## src/rtl/hamming_pkg.sv

```systemverilog
// Shared widths and the decoded-result bundle for the Hamming(7,4) arbiter.
package hamming_pkg;

  localparam int CODE_W = 7;
  localparam int DATA_W = 4;
  localparam int SYN_W  = 3;

  typedef struct packed {
    logic [DATA_W-1:0] data;
    logic              err;
    logic              ch;
  } result_t;

endpackage

```

## src/rtl/hamming_decode_arbiter_corrector.sv

```systemverilog
// Combinational Hamming(7,4) single-error corrector.
module hamming74_corrector
  import hamming_pkg::*;
(
  input  logic [CODE_W-1:0] code,
  output logic [DATA_W-1:0] data,
  output logic              err
);

  logic [SYN_W-1:0]  syn;
  logic [CODE_W-1:0] fixed;

  assign syn[2] = code[6] ^ code[5] ^ code[4] ^ code[3];
  assign syn[1] = code[6] ^ code[5] ^ code[2] ^ code[1];
  assign syn[0] = code[6] ^ code[4] ^ code[2] ^ code[0];

  // Syndrome k names bit position k-1 of the codeword.
  always_comb begin
    fixed = code;
    if (syn != '0)
      fixed[syn - 3'd1] = ~code[syn - 3'd1];
  end

  assign data = {fixed[6], fixed[5], fixed[4], fixed[2]};
  assign err  = (syn != '0);

endmodule

```

## src/rtl/hamming_decode_arbiter.sv

```systemverilog
// Two-channel round-robin front end for one shared Hamming(7,4) decoder.
// Define HAMMING_ARB_CNT_EN to add per-channel saturating error counters.
module hamming_decode_arbiter
  import hamming_pkg::*;
#(
  parameter int CNT_W = 8
) (
  input  logic              clk,
  input  logic              rst,
  input  logic              in0_valid,
  input  logic [CODE_W-1:0] in0_code,
  output logic              in0_ready,
  input  logic              in1_valid,
  input  logic [CODE_W-1:0] in1_code,
  output logic              in1_ready,
  input  logic              out_ready,
`ifdef HAMMING_ARB_CNT_EN
  input  logic              cnt_clr,
  output logic [CNT_W-1:0]  err_cnt0,
  output logic [CNT_W-1:0]  err_cnt1,
`endif
  output logic              out_valid,
  output logic [DATA_W-1:0] out_data,
  output logic              out_err,
  output logic              out_ch
);

  logic              prio;
  logic              gnt0;
  logic              gnt1;
  logic              can_load;
  logic              acc;
  logic [CODE_W-1:0] sel_code;
  logic [DATA_W-1:0] dec_data;
  logic              dec_err;
  result_t           slot;

  assign gnt0 = in0_valid & (~in1_valid | ~prio);
  assign gnt1 = in1_valid & (~in0_valid | prio);

  assign can_load  = ~out_valid | out_ready;
  assign in0_ready = gnt0 & can_load;
  assign in1_ready = gnt1 & can_load;

  assign acc      = (in0_valid & in0_ready) | (in1_valid & in1_ready);
  assign sel_code = gnt1 ? in1_code : in0_code;

  hamming74_corrector u_corr (
    .code (sel_code),
    .data (dec_data),
    .err  (dec_err)
  );

  always_ff @(posedge clk or posedge rst) begin
    if (rst) begin
      out_valid <= 1'b0;
      slot      <= '0;
      prio      <= 1'b0;
    end else if (acc) begin
      out_valid <= 1'b1;
      slot      <= '{data: dec_data, err: dec_err, ch: gnt1};
      prio      <= ~gnt1;
    end else if (out_ready) begin
      out_valid <= 1'b0;
    end
  end

  assign out_data = slot.data;
  assign out_err  = slot.err;
  assign out_ch   = slot.ch;

`ifdef HAMMING_ARB_CNT_EN
  logic [CNT_W-1:0] cnt_max;
  logic             inc0;
  logic             inc1;

  assign cnt_max = '1;
  assign inc0    = acc & ~gnt1 & dec_err;
  assign inc1    = acc & gnt1 & dec_err;

  // Clear has priority over a same-cycle increment.
  always_ff @(posedge clk or posedge rst) begin
    if (rst) begin
      err_cnt0 <= '0;
      err_cnt1 <= '0;
    end else if (cnt_clr) begin
      err_cnt0 <= '0;
      err_cnt1 <= '0;
    end else begin
      if (inc0 && err_cnt0 != cnt_max)
        err_cnt0 <= err_cnt0 + 1'b1;
      if (inc1 && err_cnt1 != cnt_max)
        err_cnt1 <= err_cnt1 + 1'b1;
    end
  end
`else
  logic [CNT_W-1:0] unused_cnt_w;
  assign unused_cnt_w = '0;
`endif

endmodule

```

## config.mk

```make
export PLATFORM = sky130hd
export DESIGN_NAME = hamming_decode_arbiter
export DESIGN_NICKNAME = d
export VERILOG_FILES = /design/src/rtl/hamming_pkg.sv /design/src/rtl/hamming_decode_arbiter_corrector.sv /design/src/rtl/hamming_decode_arbiter.sv
export SDC_FILE = /design/constraint.sdc
export NUM_CORES = 1
export LEC_CHECK = 0
export BUFFER_PORTS_ARGS = -buffer_cell sky130_fd_sc_hd__buf_2
export CELL_PAD_IN_SITES_DETAIL_PLACEMENT = 1
export CELL_PAD_IN_SITES_GLOBAL_PLACEMENT = 1
export CORE_ASPECT_RATIO = 1.1
export CORE_MARGIN = 2
export CORE_UTILIZATION = 35
export CTS_CLUSTER_DIAMETER = 40
export DETAILED_ROUTE_END_ITERATION = 12
export PLACE_DENSITY_LB_ADDON = 0.08
export SYNTH_ARGS = -nofsm -noshare
export SYNTH_HDL_FRONTEND = slang
export SYNTH_SLANG_ARGS = --single-unit
```

## constraint.sdc

```tcl
create_clock -name clk -period 6 [get_ports clk]
set_input_delay 0.6 -clock clk [delete_from_list [all_inputs] [get_ports clk]]
set_output_delay 0.6 -clock clk [all_outputs]
set_load 0.03 [all_outputs]
```

==> results.txt <==
- Derived from the worst setup path, the maximum achievable clock frequency is about 330 MHz.
- Number of max-capacitance violations reported: 0
- Clock sinks: 8
- Max_slew headroom: about two fifths
- Path depth of the worst reg2reg path: 11
- Core ar.: 3280 um^2
- Insertion delay of the later-clocked pin in the worst-skew pair: ~0.25 ns
* Wirelength, routed: between 2 and 3 mm
- Critical path destination: out_data[2]
* CP Max Fanout: 10
* Post-Synthesis Cell Area: about 1200 um^2
- Die Ht: roughly 65 um
* GR Util All Layers: around 17%
- Fraction of synthesis flops using an asynchronous set or reset pin: 100%
* Final cell utilization of the core: a little under 40%
- For this run, design rule violations remaining after detail routing come to 0.
* Worst reg2reg setup slack: about 3.0 ns
- Yosys cell types: 44
- The critical path starts at in0_valid.
- Critical path's largest stage delay: 0.39 ns
- A synthesized cell averages slightly below 8 um^2.
- Type of the setup path with the least slack: primary input to flip-flop
- The endpoint identified for the worst register-to-register timing path is out_data[2].
- Clock tree synthesis inserted a total of 3 buffers.
- Quantity of I/O buffers inserted on ports: 27
- Most used DFF post-synth: dfrtp_1
- Type of destination of the critical path: flip-flop
- Worst clock skew on the final layout: roughly 0.0024 ns
- For this run the aggregate overflow at the end of global routing stands at 0.
- Power density over the cells: between 200 and 250 nW/um^2
* Part of the Yosys area used for sequential elements: 17.1%
* Leakage: between 0.5 and 0.6 nW
- After detailed routing, the number of vias per cell comes to approximately 5.7.
* Fin nets: roughly 190
- Entering global routing, the biggest net connects 16 pins.
- CP max stage cell: and2_1
- The number of gates resized after CTS was 0.
- Layout Area Growth over Synthesis: 8.13%
* Portion of the clock cycle consumed by the worst path in the final layout: 50.9%
* Post-cts hold buffer count: 0
- After layout, the minimum clock period comes to 3.05 ns.
- Startpoint kind of the worst setup timing path: primary input
- First drt pass iteration count: 4
- CP Data Required Time: between 6 and 7 ns
- Clock buffer depth: 2
- Via count of the first global-routing pass: between 1,000 and 1,500
* Number of hold-slack violations in the final timing report: 0
- After synthesis the netlist holds a flip-flop and latch count of 8.
- Source of the worst register-to-register timing path: prio
- Clock tree from TritonCTS: done
* Final setup viols: 0
- The die covers between 3000 and 4000 um^2.
* Setup Buffers After CTS: 0
- The cell count after synthesis came out at 150.
- The cell sitting at the root of the clock tree is a clkbuf_4.
- Initial antenna violation count: 0
- The die is between 50 and 60 um wide.
- Clock slew seen by the registers of the worst setup and hold paths: approximately 0.050 ns
* Setup repair after global routing missed its margin: false
- Site Rows: 22
* Wire length of the first global-routing pass: 5.10 mm
- In this run the remaining antenna-violating nets after routing total 0.
- In the final routed layout, each cell accounts on average for ~15 um.
- Count of inserted antenna diode cells: 0
* Actual transition at the worst max-transition pin: 0.922 ns
- Initial cell density of the core: a little over a third
- For this run, the number of Yosys warnings is 0.
- Cells along the critical path: buf_2 > nand2b_1 > and2_1 > mux2i_1 > xor2_1 > xnor2_1 > ha_1 > a221oi_1 > nand3_1 > o32ai_2 > nor3_1 > a221o_1
- First-iteration detailed-routing DRC count: 19
* Max-slew violations: 0
- The tightest min-delay check is of the primary input to asynchronous set/reset pin type.
- The post-route netlist has between 20% and 30% of its cells at a drive strength greater than 1.
- Summed over all failing endpoints, the final setup total negative slack is 0 ns.
- VDD sags by at most roughly 0.000054 V.
* Net count after synthesis: 170
- The synthesized design contains 0 enable-type register cells.
- HPWL after DPL: between 2 and 2.5 mm
- Outcome: finished, final reports clean
- At the worst endpoint, the arrival time is between 3 and 4 ns.
- The routed layout has about 1,100 vias.
- In this run the number of H-tree levels came out at 1.
- Final weighted congestion in routability-driven placement: 0.764
- For this design the top-level I/O count stands at 28.
## final cells by class
type                       count  area, um^2
fill                         420        2010
multi-input combinational    123         847
sequential                     8         200
timing repair buffer          27         135
tap                           36        45.0
clock buffer                   3        22.5
inverter                       4        15.0
## worst min-delay path by stage
stage	startpoint	end	slack (ns)
after floorplan	rst	out_ch	0.42
after global placement	out_err	out_err	0.46
after detailed placement	out_err	out_err	0.48
after CTS	rst	out_data[1]	0.29
after global routing	rst	out_err	0.29
final	rst	out_data[1]	0.28
## logic make-up (layout without fill, tap and decap cells)
group / Yosys count / after routing / synth area share, %
and+or+nand+nor: 56 / 56 / 23.9
AOI/OAI and AO/OA: 39 / 39 / 24.7
xor gates and xnor gates: 24 / 24 / 20.2
buffers and inverters: 19 / 34 / 10.5
DFF: 8 / 8 / 17.1
muxes: 3 / 3 / 2.57
adders and majority gates: 1 / 1 / 1.07
## cells in the final DEF, fill, tap and decap left out, types with 3 or more instances in the layout
master     n
dfrtp_1    8
nand2_1   16
a21oi_1    5
xor2_1    13
a211oi_1   3
buf_2     27
a221o_1    4
xnor2_1    9
mux2i_1    3
o21ai_0    8
nor2_1     8
a221oi_1   3
nand3_1   11
inv_1      4
clkbuf_4   3
nor3_1     8
## registers in the layout, summed over array words and instances (netlist names)
register / cells
out_valid: 1
out_err: 1
prio: 1
out_data: 4
out_ch: 1
## routing by layer
metal	global-route usage [%]	up-vias	wire length, um
met3	1.20	6	77
li1	-	574	-
met2	29.9	23	1520
met5	0	-	0
met4	6.53	0	51
met1	21.3	545	1330
## report_power, final
part | switching, mW | internal (mW)
Sequential | 0.00844 | 0.0693
Combinational | 0.116 | 0.0692
Clock | 0.0164 | 0.0228
## Yosys cell counts, types with 2 or more instances
library cell / number / area [um^2]
buf_4: 6 / 45.0
o221ai_1: 2 / 17.5
and2_1: 2 / 12.5
nand3_1: 11 / 55.1
mux2i_1: 3 / 30.0
or3_1: 2 / 12.5
a221oi_1: 3 / 26.3
a22oi_1: 2 / 15.0
and3_1: 2 / 12.5
a211oi_1: 3 / 22.5
o21ai_0: 8 / 40.0
nand2b_1: 2 / 12.5
a221o_1: 4 / 40.0
dfrtp_1: 8 / 200
xnor2_1: 9 / 78.8
nor3_1: 8 / 40.0
a21oi_1: 5 / 25.0
nor2_1: 8 / 30.0
xor2_1: 13 / 114
buf_6: 3 / 33.8
buf_2: 5 / 25.0
inv_1: 4 / 15.0
nand2_1: 16 / 60.1
## stage by stage
stage                     cell area, um^2  instances  power (mW)  hold WS, ns  worst slack [ns]
after global routing                 1260        201       0.332        0.294              2.64
after detailed placement             1240        198       0.266        0.480              2.65
final                                1260        201       0.302        0.282              2.95
after global placement               1240        198       0.260        0.462              2.74
after floorplan                      1170        150       0.225        0.416              3.09
after CTS                            1260        201       0.306        0.288              2.90
## worst max-delay path: cells and delay by family
kind / cells / cell delay [ns]
AOI/OAI and AO/OA: 3 / 0.71
xor gates and xnor gates: 2 / 0.36
adders and majority gates: 1 / 0.33
buffers and inverters: 1 / 0.11
muxes: 1 / 0.35
and+or+nand+nor: 4 / 0.71
(Power assumes the default switching activity.)
